[src/rtl/rx_bit_timer_pkg.sv]
`default_nettype none
// ============================================================================
// Module      : rx_bit_timer_pkg
// Description : Shared types and default timing constants for the USB
//               full-speed receive bit timer.
// Revision    : 1.0 - initial release
// ============================================================================
package rx_bit_timer_pkg;

  // Controller states: IDLE holds everything cleared, ARM waits for the
  // first data edge, RUN performs bit timing.
  typedef enum logic [1:0] {
    IDLE = 2'd0,
    ARM  = 2'd1,
    RUN  = 2'd2
  } timer_state_t;

  localparam int DEF_CLKS_PER_BIT  = 8;
  localparam int DEF_SAMPLE_PHASE  = 3;
  localparam int DEF_BITS_PER_BYTE = 8;

endpackage
`default_nettype wire

[src/rtl/rx_bit_timer_flex.sv]
`default_nettype none
// ============================================================================
// Module      : flex_counter
// Description : Parameterised up-counter with synchronous clear, enable and
//               programmable rollover. On an enabled count at rollover_val
//               the count loads 1 rather than passing through 0.
// Ports       : clk, n_rst (async active-low), clear, count_enable,
//               rollover_val[SIZE-1:0] -> count_out[SIZE-1:0], rollover_flag
//               (registered, high while count_out == rollover_val)
// Revision    : 1.0 - initial release
// ============================================================================
module flex_counter
  import rx_bit_timer_pkg::*;
#(
  parameter int SIZE = 4
) (
  input  logic            clk,
  input  logic            n_rst,
  input  logic            clear,
  input  logic            count_enable,
  input  logic [SIZE-1:0] rollover_val,
  output logic [SIZE-1:0] count_out,
  output logic            rollover_flag
);

  logic [SIZE-1:0] count_q, count_d;
  logic            flag_q, flag_d;

  always_ff @(posedge clk or negedge n_rst) begin
    if (!n_rst) begin
      count_q <= '0;
      flag_q  <= 1'b0;
    end else begin
      count_q <= count_d;
      flag_q  <= flag_d;
    end
  end

  always_comb begin
    count_d = count_q;
    if (clear) begin
      count_d = '0;
    end else if (count_enable) begin
      if (count_q == rollover_val) count_d = SIZE'(1);
      else                         count_d = count_q + SIZE'(1);
    end
    // Flag tracks the next count so it stays aligned with count_out.
    flag_d = !clear && (count_d == rollover_val);
  end

  assign count_out     = count_q;
  assign rollover_flag = flag_q;

endmodule
`default_nettype wire

[src/rtl/rx_bit_timer.sv]
`default_nettype none
// ============================================================================
// Module      : rx_bit_timer
// Description : Receive bit-timing controller. Runs a bit-period counter that
//               re-synchronises on every data edge, raises one sample strobe
//               per bit, counts samples per byte and flags completed bytes.
// Ports       : clk, n_rst (async active-low), enable_timer, d_edge,
//               [bit_stuffed when RX_BIT_TIMER_DESTUFF_EN is defined]
//               -> shift_enable, bit_cnt, byte_received, timer_active
// Config      : RX_BIT_TIMER_DESTUFF_EN - adds bit_stuffed input, which
//               suppresses the sample strobe (and bit count) at stuffed bits.
// Revision    : 1.0 - initial release
// ============================================================================
module rx_bit_timer
  import rx_bit_timer_pkg::*;
#(
  parameter int CLKS_PER_BIT  = DEF_CLKS_PER_BIT,
  parameter int SAMPLE_PHASE  = DEF_SAMPLE_PHASE,
  parameter int BITS_PER_BYTE = DEF_BITS_PER_BYTE
) (
  input  logic                               clk,
  input  logic                               n_rst,
  input  logic                               enable_timer,
  input  logic                               d_edge,
`ifdef RX_BIT_TIMER_DESTUFF_EN
  input  logic                               bit_stuffed,
`endif
  output logic                               shift_enable,
  output logic [$clog2(BITS_PER_BYTE+1)-1:0] bit_cnt,
  output logic                               byte_received,
  output logic                               timer_active
);

  localparam int PW = $clog2(CLKS_PER_BIT + 1);
  localparam int BW = $clog2(BITS_PER_BYTE + 1);

  localparam logic [PW-1:0] PERIOD_ONE    = PW'(1);
  localparam logic [PW-1:0] PERIOD_MAX    = PW'(CLKS_PER_BIT);
  localparam logic [PW-1:0] PERIOD_SAMPLE = PW'(SAMPLE_PHASE);
  localparam logic [BW-1:0] BYTE_BITS     = BW'(BITS_PER_BYTE);

  timer_state_t  state_q, state_d;
  logic [PW-1:0] period_cnt_q, period_cnt_d;
  logic          rollover_seen_q, rollover_seen_d;
  logic          rollover_flag;
  logic          sample_point;
  logic          counter_clear;

  always_ff @(posedge clk or negedge n_rst) begin
    if (!n_rst) begin
      state_q         <= IDLE;
      period_cnt_q    <= '0;
      rollover_seen_q <= 1'b0;
    end else begin
      state_q         <= state_d;
      period_cnt_q    <= period_cnt_d;
      rollover_seen_q <= rollover_seen_d;
    end
  end

  // Next state: dropping enable_timer wins over any edge.
  always_comb begin
    state_d = state_q;
    case (state_q)
      IDLE: if (enable_timer) state_d = ARM;
      ARM: begin
        if (!enable_timer) state_d = IDLE;
        else if (d_edge)   state_d = RUN;
      end
      RUN:     if (!enable_timer) state_d = IDLE;
      default: state_d = IDLE;
    endcase
  end

  // Period counter: entry into RUN, any data edge and the end of a period
  // all load 1, so an edge coinciding with a wrap needs no special case.
  always_comb begin
    period_cnt_d = '0;
    if (state_d == RUN) begin
      if ((state_q != RUN) || d_edge || (period_cnt_q == PERIOD_MAX))
        period_cnt_d = PERIOD_ONE;
      else
        period_cnt_d = period_cnt_q + PERIOD_ONE;
    end
  end

  assign sample_point = (state_q == RUN) && (period_cnt_q == PERIOD_SAMPLE);

`ifdef RX_BIT_TIMER_DESTUFF_EN
  assign shift_enable = sample_point && !bit_stuffed;
`else
  assign shift_enable = sample_point;
`endif

  // Clear from the next state so that losing enable_timer on the final
  // sample discards the byte instead of completing it.
  assign counter_clear = (state_d != RUN);

  flex_counter #(
    .SIZE (BW)
  ) u_bit_counter (
    .clk           (clk),
    .n_rst         (n_rst),
    .clear         (counter_clear),
    .count_enable  (shift_enable),
    .rollover_val  (BYTE_BITS),
    .count_out     (bit_cnt),
    .rollover_flag (rollover_flag)
  );

  // Rising edge of the registered rollover flag: high for the single cycle
  // in which bit_cnt first shows a full byte.
  assign rollover_seen_d = rollover_flag;
  assign byte_received   = rollover_flag && !rollover_seen_q;

  assign timer_active = (state_q == RUN);

endmodule
`default_nettype wire

[config.mk]
export PLATFORM = sky130hd
export DESIGN_NAME = rx_bit_timer
export DESIGN_NICKNAME = d
export VERILOG_FILES = /design/src/rtl/rx_bit_timer_pkg.sv /design/src/rtl/rx_bit_timer_flex.sv /design/src/rtl/rx_bit_timer.sv
export SDC_FILE = /design/constraint.sdc
export NUM_CORES = 1
export LEC_CHECK = 0
export ABC_AREA = 1
export CAP_MARGIN = 20
export CORE_MARGIN = 10
export CORE_UTILIZATION = 50
export DETAILED_ROUTE_END_ITERATION = 6
export PLACE_DENSITY = 0.76
export SYNTH_ARGS = -nofsm -noshare
export SYNTH_HDL_FRONTEND = slang
export SYNTH_HIERARCHICAL = 1
export SYNTH_SLANG_ARGS = --single-unit
[constraint.sdc]
create_clock -name clk -period 2.9 [get_ports clk]
set_input_delay 0.725 -clock clk [delete_from_list [all_inputs] [get_ports clk]]
set_output_delay 0.725 -clock clk [all_outputs]
set_load 0.01 [all_outputs]
# After elaboration in Yosys (flattened, before gate mapping)
# Cells that the tools add are included.
totals:
  reg_bits: 12
  input_bits: 4
  out_inout_bits: 7
op_classes:
  addsub: 2
  n_eq_ne: 9
  muxes: 10
  reduce_logical: 8
op_table:
  columns: ["operator", "n"]
  rows:
  - ["$mux W4", 5]
  - ["$eq A4 B4 Y1 const B", 3]
  - ["$add A4 B1 Y4 const B", 2]
  - ["$mux W2", 4]
  - ["$pmux W2 S3", 1]
  - ["$eq A2 B2 Y1 const B", 2]
  - ["$eq A4 B2 Y1 const B", 1]
  - ["$ne A2 B2 Y1 const B", 2]
  - ["$logic_and A1 B1 Y1", 3]
  - ["$eq A2 B1 Y1 const B", 1]
  - ["$logic_not A1 Y1", 2]
  - ["$logic_not A2 Y1", 1]
  - ["$logic_or A1 B1 Y1", 2]

# Longest topological paths before layout
# Gate-level depths: netlist (run 1).
depth:
  word_depth: 7
  depth_mapped: 12

# Cells and area by module
# The synthesis (run 1) kept the hierarchy.
modules_own_cells:
  columns: ["module", "instances", "cells_per_inst", "area_each_um2"]
  rows:
  - ["flex_counter", 1, 69, 424.2]
  - ["rx_bit_timer", 1, 43, 376.6]

# Worst setup path before layout (run 1)
# OpenSTA, ideal clock, no wires.
synth_path:
  path_kind: "register -> register"
  startpoint: "reg period_cnt_q[0]"
  endpoint: "reg u_bit_counter.flag_q (netlist: u_bit_counter/rollover_flag)"
  setup_time_ns: 0.071
  arrival_ns: 2.346
  required_ns: 2.829
  slack_ns: 0.483
  stages_incl_launch_ff: 12
  period_less_slack_ns: 2.417
  path_cell_list: "dfrtp_1 -> ha_1 -> nand2_1 -> nor4_1 -> nand2_1 -> inv_1 -> nand3_1 -> xor2_1 -> nand2_1 -> nand2_1 -> nand3_1 -> nor2_1"
synth_via:
  elab_chain_cells: 6
synth_lines:
  columns: ["item", "line_no", "rtl"]
  rows:
  - ["start: declaration", "rx_bit_timer.sv:43", "logic [PW-1:0] period_cnt_q, period_cnt_d;"]
  - ["start signal: assignment", "rx_bit_timer.sv:56", "period_cnt_q <= period_cnt_d;"]
  - ["$eq A4 B2 Y1", "rx_bit_timer.sv:87", "assign sample_point = (state_q == RUN) && (period_cnt_q == PERIOD_SAMPLE);"]
  - ["$logic_and A1 B1 Y1", "rx_bit_timer.sv:87", null]
  - ["net shift_enable", "rx_bit_timer.sv:28", "output logic shift_enable,"]
  - ["$mux W4", "rx_bit_timer_flex.sv:43", "end else if (count_enable) begin"]
  - ["$mux W4", "rx_bit_timer_flex.sv:41", "if (clear) begin"]
  - ["$eq A4 B4 Y1", "rx_bit_timer_flex.sv:48", "flag_d = !clear && (count_d == rollover_val);"]
  - ["$logic_and A1 B1 Y1", "rx_bit_timer_flex.sv:48", null]
  - ["net u_bit_counter.flag_d", "rx_bit_timer_flex.sv:27", "logic flag_q, flag_d;"]
  - ["end signal: assignment", "rx_bit_timer_flex.sv:35", "flag_q <= flag_d;"]
  - ["end: declaration", "rx_bit_timer_flex.sv:27", null]
# The timed path passes the listed nets, and every way through them passes these cells.

# Worst setup path after layout (run 1)
layout_path:
  startpoint: "reg period_cnt_q[0]"
  endpoint: "out shift_enable"
layout_via:
  elab_chain_cells: 2
layout_lines:
  columns: ["item", "line_no"]
  rows:
  - ["$eq A4 B2 Y1", "rx_bit_timer.sv:87"]
  - ["$logic_and A1 B1 Y1", "rx_bit_timer.sv:87"]
  - ["end: declaration", "rx_bit_timer.sv:28"]
# Every way passes these cells.

==> results.sh, run 1 <==
export IMPL_syn_area_per_cell_um2=7.15
export IMPL_ys_async_sr_fraction_pct=100
export IMPL_final_min_period_over_clock_period_pct=88.3
export IMPL_netSwitchingPower_uw=83.0
export IMPL_synthCells=112
export IMPL_finalWirelength_um=1530
export IMPL_synth_sequential_area_ratio_pct=37.5
export IMPL_layout_drive_gt1_share_pct=13.9
export IMPL_cts_hold_buffers=0
export IMPL_hold_ws_ns=0.383
export IMPL_switching_share_pct=24.1
export IMPL_cell_area_after_synthesis_um2=801
export IMPL_postLayoutSetupSlackWorst_ns=0.338
export IMPL_worst_ir_drop_vdd_mv=0.390
export IMPL_design_core_area_um2=1510
export IMPL_number_of_enable_type_register_cells_in_the_synthesized_netlist=0
export IMPL_row_count=14
export IMPL_detailed_place_hpwl_um=1250
export IMPL_clockBufferDepth=2
export IMPL_worstHoldStart="u_bit_counter/rollover_flag$_DFF_PN0_"
export IMPL_die_w_um=60.0
export IMPL_tritoncts_num_buffers=3
export IMPL_end_of_the_critical_path="shift_enable"
export IMPL_globalRouteOverflowTotal=0
export IMPL_final_cell_mix="nand2_1, inv_1, dfrtp_1, conb_1, nand3_1"
export IMPL_gpl_final_weighted_congestion=0.785
export IMPL_grt_first_pass_wirelength_um=2680
export IMPL_timing_reg2reg_setup_slack_ns=0.89
export IMPL_p_int_uw=261
export IMPL_minimum_clock_period_after_layout_ns=2.56
export IMPL_setup_tns_final_ns=0
export IMPL_ff2ff_path_depth=12
export IMPL_grt_start_max_net_pins=13
export IMPL_crit_start="period_cnt_q[0]$_DFF_PN0_"
export IMPL_share_clk_of_total_power_pct=38.1
export IMPL_finalNetCount=145
export IMPL_route_detailed_wl_per_inst_um=10.0
export IMPL_grt_setup_unrepaired="no"
export IMPL_reg2reg_from="period_cnt_q[0]$_DFF_PN0_"
export IMPL_r2r_end="u_bit_counter/rollover_flag$_DFF_PN0_"
export IMPL_worstSetupEndpointType="output pin"
export IMPL_worst_setup_path_type="reg2out"
export IMPL_area_delta_synth_final_pct=25.2
export IMPL_clock_sink_count=12
export IMPL_timing_final_hold_violations=0
export IMPL_critPathLaunchType="flip-flop"
export IMPL_insertedDiodeCount=0
export IMPL_drt_pass1_iterations=4
export IMPL_number_of_setup_buffers_added_after_cts=0
export IMPL_maxCapViolations=0
export IMPL_grt_usage_pct=9.56
export IMPL_yosysUniqueCellTypes=19
export IMPL_route_detailed_vias_per_inst=4.44
export IMPL_hp_class="reg2reg"
export IMPL_yosys_register_bits=12
export IMPL_cellLeakagePower_uw=0.000521
export IMPL_initial_cell_density_of_the_core_pct=53.2
export IMPL_clock_insertion_delay_worst_skew_ns=0.27
export IMPL_post_synthesis_simple_gate_area_fraction_pct=39.2
export IMPL_power_frac_comb_pct=11.0
export IMPL_via_count=680
export IMPL_skew_ns=0.00107
export IMPL_drc=0
export IMPL_synth_top_family_by_area="simple AND/OR/NAND/NOR gates"
export IMPL_ys_warn_count=6
export IMPL_flop_pwr_share_pct=50.9
export IMPL_design_die_area_um2=3600
export IMPL_yosys_mux_area_fraction_pct=0
export IMPL_yosys_area_share_adder_pct=4.69
export IMPL_postSynth_topFlopCell="dfrtp_1"
export IMPL_critPathArrivalTime_ns=1.84
export IMPL_synth_compound_area_share_pct=2.19
export IMPL_cts_tree="done"
export IMPL_worst_setup_hold_path_clk_slew_ns=0.07
export IMPL_place_port_buffers=10
export IMPL_worst_slew_pin_transition_ns=0.511
export IMPL_antenna_nets_post_route=0
export IMPL_detailedPlace_worstSlack_ns=0.599
export IMPL_fin_util_pct=66.5
export IMPL_synthDominantCellAreaShare_pct=37.5
export IMPL_post_synth_main_area_contributors="dfrtp_1, nand2_1, inv_1"
export IMPL_slew_limit_headroom_pct=65.9
export IMPL_critical_path_required_ns=2.17
export IMPL_finalSetupViolCount=0
export IMPL_post_cts_resize_count=0
export IMPL_clock_tree_htree_level_count=1
export IMPL_run_status="finished, final reports clean"
export IMPL_maxSlewViolCount=0
export IMPL_synth_xor_area_share_pct=3.28
export IMPL_drt_initial_drc_count=19
export IMPL_floorplan_io_pins=11
export IMPL_final_common_cell="nand2_1"
export IMPL_fp_dieH_um=60.0
export IMPL_clock_root_buffer="clkbuf_4"
export IMPL_grt_pass1_vias=638
export IMPL_yosysTopAreaCell="dfrtp_1"
export IMPL_total_power_density_per_cell_area_nw_per_um2=343
export IMPL_fmax_mhz=390
export IMPL_grt_antenna_before_repair=0
export IMPL_peak_fanout_along_the_critical_path=4
cell families (layout without fill, tap and decap cells):
| family | after synthesis | in the layout |
|---|---|---|
| xor+xnor | 3 | 3 |
| buf+inv | 26 | 41 |
| compound gates | 3 | 3 |
| simple gates | 63 | 63 |
| fa+ha+maj | 3 | 3 |
| flops | 12 | 12 |
| other cells | 2 | 12 |
critical path: stages (launching register included):
cell and delay (ns):
dfrtp_1 0.40, ha_1 0.21, nand2_1 0.06, nor4_1 0.27
clkdlybuf4s50_1 0.62
sequential cells by signal, indices dropped and copies added, names as in the netlist:
name / flops
period_cnt_q: 4
u_bit_counter/count_out: 4
state_q: 2
rollover_seen_q: 1
u_bit_counter/rollover_flag: 1
cell usage after synthesis (3+ instances only):
cell type and n:
nand2_1 29, inv_1 23, dfrtp_1 12, nand3_1 11
nor2_1 9, nand2_2 4, ha_1 3, inv_2 3
final cells by class:
class	instances	area (µm²)
Clock buffer	4	36.3
Fill cell	140	504
Multi-Input combinational cell	84	440
Tap cell	16	20.0
Timing Repair Buffer	11	108
Sequential cell	12	300
Inverter	26	97.6
routing by layer:
layer  vias up  track usage (%)  wire length (µm)
met1       289             11.8               699
met3         2             4.03               134
met2        16             14.7               674
met5         -                0                 0
li1        373                -                 -
met4         0             2.88                22
power by group through the flow:
stage               Combinational, µW  Sequential (µW)  Clock, µW
floorplan                        24.8              177          0
global placement                 37.0              178          0
detailed placement               37.8              179          0
CTS                              37.9              175        135
global route                     43.4              176        143
finish                           37.8              175        131
metrics by stage:
step,area [µm²],instances,total power (µW)
after floorplan,838,122,202
after global placement,966,149,215
after detailed placement,966,149,216
after CTS,1000,153,348
after global routing,1000,153,362
final,1000,153,344
how the worst min path moves through the flow:
stage	endpoint	slack, ns	cells past startpoint
global route	rollover_seen_q$_DFF_PN0_	0.40	0
CTS	rollover_seen_q$_DFF_PN0_	0.39	0
finish	rollover_seen_q$_DFF_PN0_	0.38	0
detailed placement	rollover_seen_q$_DFF_PN0_	0.37	0
global placement	rollover_seen_q$_DFF_PN0_	0.36	0
floorplan	rollover_seen_q$_DFF_PN0_	0.35	0
Note: power is estimated with default switching activity, not from simulation.
==> run 2, diff against run 1 <==
--- a/config.mk
+++ b/config.mk
@@ -10,7 +10,7 @@
 export CORE_MARGIN = 10
 export CORE_UTILIZATION = 50
 export DETAILED_ROUTE_END_ITERATION = 6
-export PLACE_DENSITY = 0.76
+export PLACE_DENSITY = 0.82
 export SYNTH_ARGS = -nofsm -noshare
 export SYNTH_HDL_FRONTEND = slang
 export SYNTH_HIERARCHICAL = 1
==> run 2 against run 1 <==
Via count grew 1.6%; global-route usage increased by 0.55 points; sequential share of layout area is 0.42 points higher; critical path depth unchanged.
==> results.sh, run 2 (synthesis gave the netlist of run 1 again) <==
export IMPL_whs_endpoint="rollover_seen_q$_DFF_PN0_"
export IMPL_maxSlewViolCount=0
export IMPL_r2r_end="u_bit_counter/rollover_flag$_DFF_PN0_"
export IMPL_layout_drive_gt1_share_pct=13.2
export IMPL_grt_setup_unrepaired="no"
export IMPL_final_common_cell="nand2_1"
export IMPL_power_frac_comb_pct=12.2
export IMPL_peak_fanout_along_the_critical_path=4
export IMPL_wirelength_met1_um=708
export IMPL_critPathLaunchType="flip-flop"
export IMPL_route_detailed_vias_per_inst=4.55
export IMPL_worst_setup_path_type="reg2out"
export IMPL_hp_class="reg2reg"
export IMPL_worst_slew_pin_transition_ns=0.526
export IMPL_finalNetCount=145
export IMPL_fmax_mhz=390
export IMPL_worst_setup_hold_path_clk_slew_ns=0.07
export IMPL_grt_first_pass_wirelength_um=2830
export IMPL_ff2ff_path_depth=12
export IMPL_via_count=691
export IMPL_maxCapViolations=0
export IMPL_detailed_place_hpwl_um=1250
export IMPL_grt_pass1_vias=708
export IMPL_total_power_density_per_cell_area_nw_per_um2=314
export IMPL_finalSetupViolCount=0
export IMPL_die_w_um=60.0
export IMPL_worst_ir_drop_vdd_mv=0.310
export IMPL_setup_tns_final_ns=0
export IMPL_critPathArrivalTime_ns=1.84
export IMPL_hold_ws_ns=0.380
export IMPL_drt_pass1_iterations=4
export IMPL_clock_sink_count=12
export IMPL_worstHoldStart="u_bit_counter/rollover_flag$_DFF_PN0_"
export IMPL_drt_initial_drc_count=25
export IMPL_timing_final_hold_violations=0
export IMPL_skew_ns=0.00858
export IMPL_globalRouteOverflowTotal=0
export IMPL_switching_share_pct=25.0
export IMPL_layout_filler_cells=135
export IMPL_share_clk_of_total_power_pct=31.4
export IMPL_minimum_clock_period_after_layout_ns=2.56
export IMPL_clock_root_buffer="clkbuf_4"
export IMPL_flop_pwr_share_pct=56.3
export IMPL_grt_usage_pct=10.1
export IMPL_drc=0
export IMPL_grt_antenna_before_repair=0
export IMPL_cts_tree="done"
export IMPL_row_count=14
export IMPL_antenna_nets_post_route=0
export IMPL_netSwitchingPower_uw=77.6
export IMPL_final_cell_mix="nand2_1, inv_1, dfrtp_1, conb_1, nand3_1"
export IMPL_p_int_uw=233
export IMPL_design_core_area_um2=1510
export IMPL_worstSetupEndpointType="output pin"
export IMPL_finalWirelength_um=1560
export IMPL_cellLeakagePower_uw=0.000514
export IMPL_place_port_buffers=10
export IMPL_slew_limit_headroom_pct=64.8
export IMPL_grt_start_max_net_pins=13
export IMPL_area_delta_synth_final_pct=23.4
export IMPL_route_detailed_wl_per_inst_um=10.3
export IMPL_post_cts_resize_count=0
export IMPL_final_min_period_over_clock_period_pct=88.4
export IMPL_top_signal_layer_used="met4"
export IMPL_clockBufferDepth=2
export IMPL_reg2reg_from="period_cnt_q[0]$_DFF_PN0_"
export IMPL_initial_cell_density_of_the_core_pct=53.2
export IMPL_met3RoutedLength_um=100
export IMPL_insertedDiodeCount=0
export IMPL_design_die_area_um2=3600
export IMPL_cell_depth_of_the_worst_min_delay_path=0
export IMPL_floorplan_io_pins=11
export IMPL_clock_insertion_delay_worst_skew_ns=0.27
export IMPL_cts_hold_buffers=0
export IMPL_number_of_setup_buffers_added_after_cts=0
export IMPL_tritoncts_num_buffers=3
export IMPL_fp_dieH_um=60.0
export IMPL_clock_tree_htree_level_count=1
export IMPL_critical_path_required_ns=2.17
export IMPL_gpl_final_weighted_congestion=0.778
export IMPL_timing_reg2reg_setup_slack_ns=0.89
export IMPL_met2WireLength_um=724
export IMPL_run_status="finished, final reports clean"
run 2: cell types whose count changed in the layout (fill, tap and decap cells not counted):
| cell | change |
|---|---|
| clkbuf_8 | -1 |
run 2: final cells by class:
class | count | area (µm²) | share of cell area, %
Multi-Input combinational cell | 84 | 440 | 44.6
Sequential cell | 12 | 300 | 30.4
Timing Repair Buffer | 11 | 108 | 10.9
Inverter | 26 | 97.6 | 9.87
Clock buffer | 3 | 22.5 | 2.28
Tap cell | 16 | 20.0 | 2.03
run 2: how the worst max path moves through the flow:
| stage | end | cells past startpoint | startpoint |
|---|---|---|---|
| finish | shift_enable | 4 | period_cnt_q[0]$_DFF_PN0_ |
| global route | shift_enable | 4 | period_cnt_q[0]$_DFF_PN0_ |
| CTS | shift_enable | 4 | period_cnt_q[0]$_DFF_PN0_ |
| detailed placement | u_bit_counter/rollover_flag$_DFF_PN0_ | 10 | enable_timer |
| global placement | u_bit_counter/rollover_flag$_DFF_PN0_ | 10 | d_edge |
| floorplan | u_bit_counter/rollover_flag$_DFF_PN0_ | 11 | period_cnt_q[0]$_DFF_PN0_ |
run 2: stage by stage:
stage	area, µm²	worst slack, ns	utilization [%]	total power, µW	cells
global route	988	0.180	65.6	327	152
CTS	988	0.325	65.6	317	152
floorplan	838	0.483	-	202	122
global placement	966	0.652	64.1	215	149
finish	988	0.336	65.6	310	152
detailed placement	966	0.622	64.1	216	149
run 2: power by group through the flow:
stage / logic (µW) / clock network (µW) / registers, µW
floorplan: 24.8 / 0 / 177
global placement: 36.9 / 0 / 178
detailed placement: 37.6 / 0 / 178
CTS: 37.8 / 105 / 175
global route: 44.5 / 108 / 175
finish: 38.0 / 97.6 / 175
run 2: worst max-delay path: stages (launching register included):
cell and delay [ns]:
dfrtp_1 0.39, ha_1 0.20, nand2_1 0.06, nor4_1 0.30, clkdlybuf4s50_1 0.63
run 2: per-layer routing:
| layer | global-route usage [%] | up-vias |
|---|---|---|
| li1 | - | 373 |
| met4 | 6.09 | 0 |
| met3 | 3.39 | 2 |
| met1 | 11.5 | 305 |
| met5 | 0 | - |
| met2 | 15.9 | 11 |
==> run 3, diff against run 2 <==
--- a/config.mk
+++ b/config.mk
@@ -7,7 +7,7 @@
 export LEC_CHECK = 0
 export ABC_AREA = 1
 export CAP_MARGIN = 20
-export CORE_MARGIN = 10
+export CORE_ASPECT_RATIO = 0.9
 export CORE_UTILIZATION = 50
 export DETAILED_ROUTE_END_ITERATION = 6
 export PLACE_DENSITY = 0.82
==> run 3 against run 2 <==
Critical path depth did not move; die area fell by 51%; via count rose by 0.43%; clock-buffer cell count stayed put; sequential power about the same; routed wire length is 10% lower; clock skew shrank 0.0024 ns; combinational power barely moved; critical endpoint unchanged; first-iteration DRC count shrank 76%; core utilization up 1.8 points; clock power decreased by 4.9%.
==> results.sh, run 3 (synthesis gave the netlist of run 1 again) <==
export IMPL_flop_pwr_share_pct=57.2
export IMPL_grt_usage_pct=20.8
export IMPL_reg2reg_from="period_cnt_q[0]$_DFF_PN0_"
export IMPL_initial_cell_density_of_the_core_pct=54.7
export IMPL_drt_initial_drc_count=6
export IMPL_layout_filler_cells=118
export IMPL_slew_limit_headroom_pct=65.1
export IMPL_total_power_density_per_cell_area_nw_per_um2=310
export IMPL_cts_hold_buffers=0
export IMPL_setup_tns_final_ns=0
export IMPL_clock_root_buffer="clkbuf_4"
export IMPL_detailedPlace_worstSlack_ns=0.604
export IMPL_minimum_clock_period_after_layout_ns=2.59
export IMPL_grt_antenna_before_repair=0
export IMPL_design_die_area_um2=1770
export IMPL_tritoncts_num_buffers=3
export IMPL_cts_tree="done"
export IMPL_drt_pass1_iterations=6
export IMPL_final_cell_mix="nand2_1, inv_1, dfrtp_1, conb_1, nand3_1"
export IMPL_cellLeakagePower_uw=0.000514
export IMPL_finalNetCount=145
export IMPL_worst_setup_hold_path_clk_slew_ns=0.06
export IMPL_postLayoutSetupSlackWorst_ns=0.314
export IMPL_switching_share_pct=24.0
export IMPL_netSwitchingPower_uw=73.4
export IMPL_post_cts_resize_count=0
export IMPL_sequential_cell_area_um2=300
export IMPL_grt_first_pass_wirelength_um=2470
export IMPL_row_count=13
export IMPL_multi_input_comb_area_um2=440
export IMPL_whs_endpoint="rollover_seen_q$_DFF_PN0_"
export IMPL_globalRouteOverflowTotal=0
export IMPL_detailed_place_hpwl_um=1180
export IMPL_route_detailed_vias_per_inst=4.60
export IMPL_cell_depth_of_the_worst_min_delay_path=0
export IMPL_clock_sink_count=12
export IMPL_insertedDiodeCount=0
export IMPL_power_frac_comb_pct=12.5
export IMPL_p_int_uw=233
export IMPL_timing_reg2reg_setup_slack_ns=0.91
export IMPL_share_clk_of_total_power_pct=30.3
export IMPL_place_port_buffers=10
export IMPL_layout_drive_gt1_share_pct=13.2
export IMPL_run_status="finished, final reports clean"
export IMPL_final_common_cell="nand2_1"
export IMPL_design_core_area_um2=1460
export IMPL_skew_ns=0.00617
export IMPL_finish_instance_area_um2=987
export IMPL_gpl_final_weighted_congestion=0.841
export IMPL_peak_fanout_along_the_critical_path=4
export IMPL_floorplan_io_pins=11
export IMPL_critical_path_required_ns=2.17
export IMPL_via_count=694
export IMPL_maxCapViolations=0
export IMPL_clock_tree_htree_level_count=1
export IMPL_final_min_period_over_clock_period_pct=89.2
export IMPL_grt_pass1_vias=598
export IMPL_die_w_um=44.2
export IMPL_worstHoldStart="u_bit_counter/rollover_flag$_DFF_PN0_"
export IMPL_drc=0
export IMPL_finalWirelength_um=1410
export IMPL_critPathLaunchType="flip-flop"
export IMPL_postPlaceCellArea_um2=965
export IMPL_worst_ir_drop_vdd_mv=0.318
export IMPL_fp_dieH_um=40.0
export IMPL_hold_ws_ns=0.380
export IMPL_fmax_mhz=387
export IMPL_finalSetupViolCount=0
export IMPL_worstSetupEndpointType="output pin"
export IMPL_number_of_setup_buffers_added_after_cts=0
export IMPL_worst_slew_pin_transition_ns=0.521
export IMPL_ff2ff_path_depth=12
export IMPL_clockBufferDepth=2
export IMPL_fin_util_pct=67.4
export IMPL_grt_setup_unrepaired="no"
export IMPL_worst_setup_path_type="reg2out"
export IMPL_hp_class="reg2reg"
export IMPL_r2r_end="u_bit_counter/rollover_flag$_DFF_PN0_"
export IMPL_area_delta_synth_final_pct=23.3
export IMPL_antenna_nets_post_route=0
export IMPL_clock_insertion_delay_worst_skew_ns=0.26
export IMPL_maxSlewViolCount=0
export IMPL_route_detailed_wl_per_inst_um=9.30
export IMPL_timing_final_hold_violations=0
export IMPL_grt_start_max_net_pins=13
export IMPL_critPathArrivalTime_ns=1.86
run 3: cell counts in the layout (fill, tap and decap cells not counted):
No cell type changed its count.
run 3: cell type report:
class	instances	area share (%)
Timing Repair Buffer	11	10.9
Sequential cell	12	30.4
Clock buffer	3	2.28
Multi-Input combinational cell	84	44.6
Inverter	26	9.89
Tap cell	15	1.90
run 3: metal layers:
metal	global-route usage [%]	vias to the layer above	share of wire (%)
li1	-	375	-
met1	25.6	311	48
met2	34.2	8	47
met3	9.46	0	4.6
met4	4.55	0	0
met5	0	-	0
run 3: how the worst max path moves through the flow:
stage,to,from,slack [ns],cells after the start
2_1_floorplan,u_bit_counter/rollover_flag$_DFF_PN0_,period_cnt_q[0]$_DFF_PN0_,0.48,11
3_3_place_gp,shift_enable,period_cnt_q[0]$_DFF_PN0_,0.62,4
4_1_cts,shift_enable,period_cnt_q[0]$_DFF_PN0_,0.31,4
6_report,shift_enable,period_cnt_q[0]$_DFF_PN0_,0.31,4
5_1_grt,shift_enable,period_cnt_q[0]$_DFF_PN0_,0.18,4
3_5_place_dp,shift_enable,period_cnt_q[0]$_DFF_PN0_,0.60,4
run 3: metrics by stage:
stage          std cells  total power (µW)
2_1_floorplan        122               202
3_3_place_gp         148               215
3_5_place_dp         148               216
4_1_cts              151               312
5_1_grt              151               328
6_report             151               306
run 3: power groups by stage:
stage | registers, µW | logic (µW) | clock network (µW)
3_3_place_gp | 178 | 36.9 | 0
3_5_place_dp | 178 | 37.8 | 0
2_1_floorplan | 177 | 24.8 | 0
5_1_grt | 176 | 44.8 | 108
6_report | 175 | 38.2 | 92.8
4_1_cts | 175 | 37.9 | 99.3
run 3: critical path: stages (launching register included):
cell and delay, ns:
dfrtp_1 0.41, ha_1 0.20, nand2_1 0.06, nor4_1 0.31, clkdlybuf4s50_1 0.62
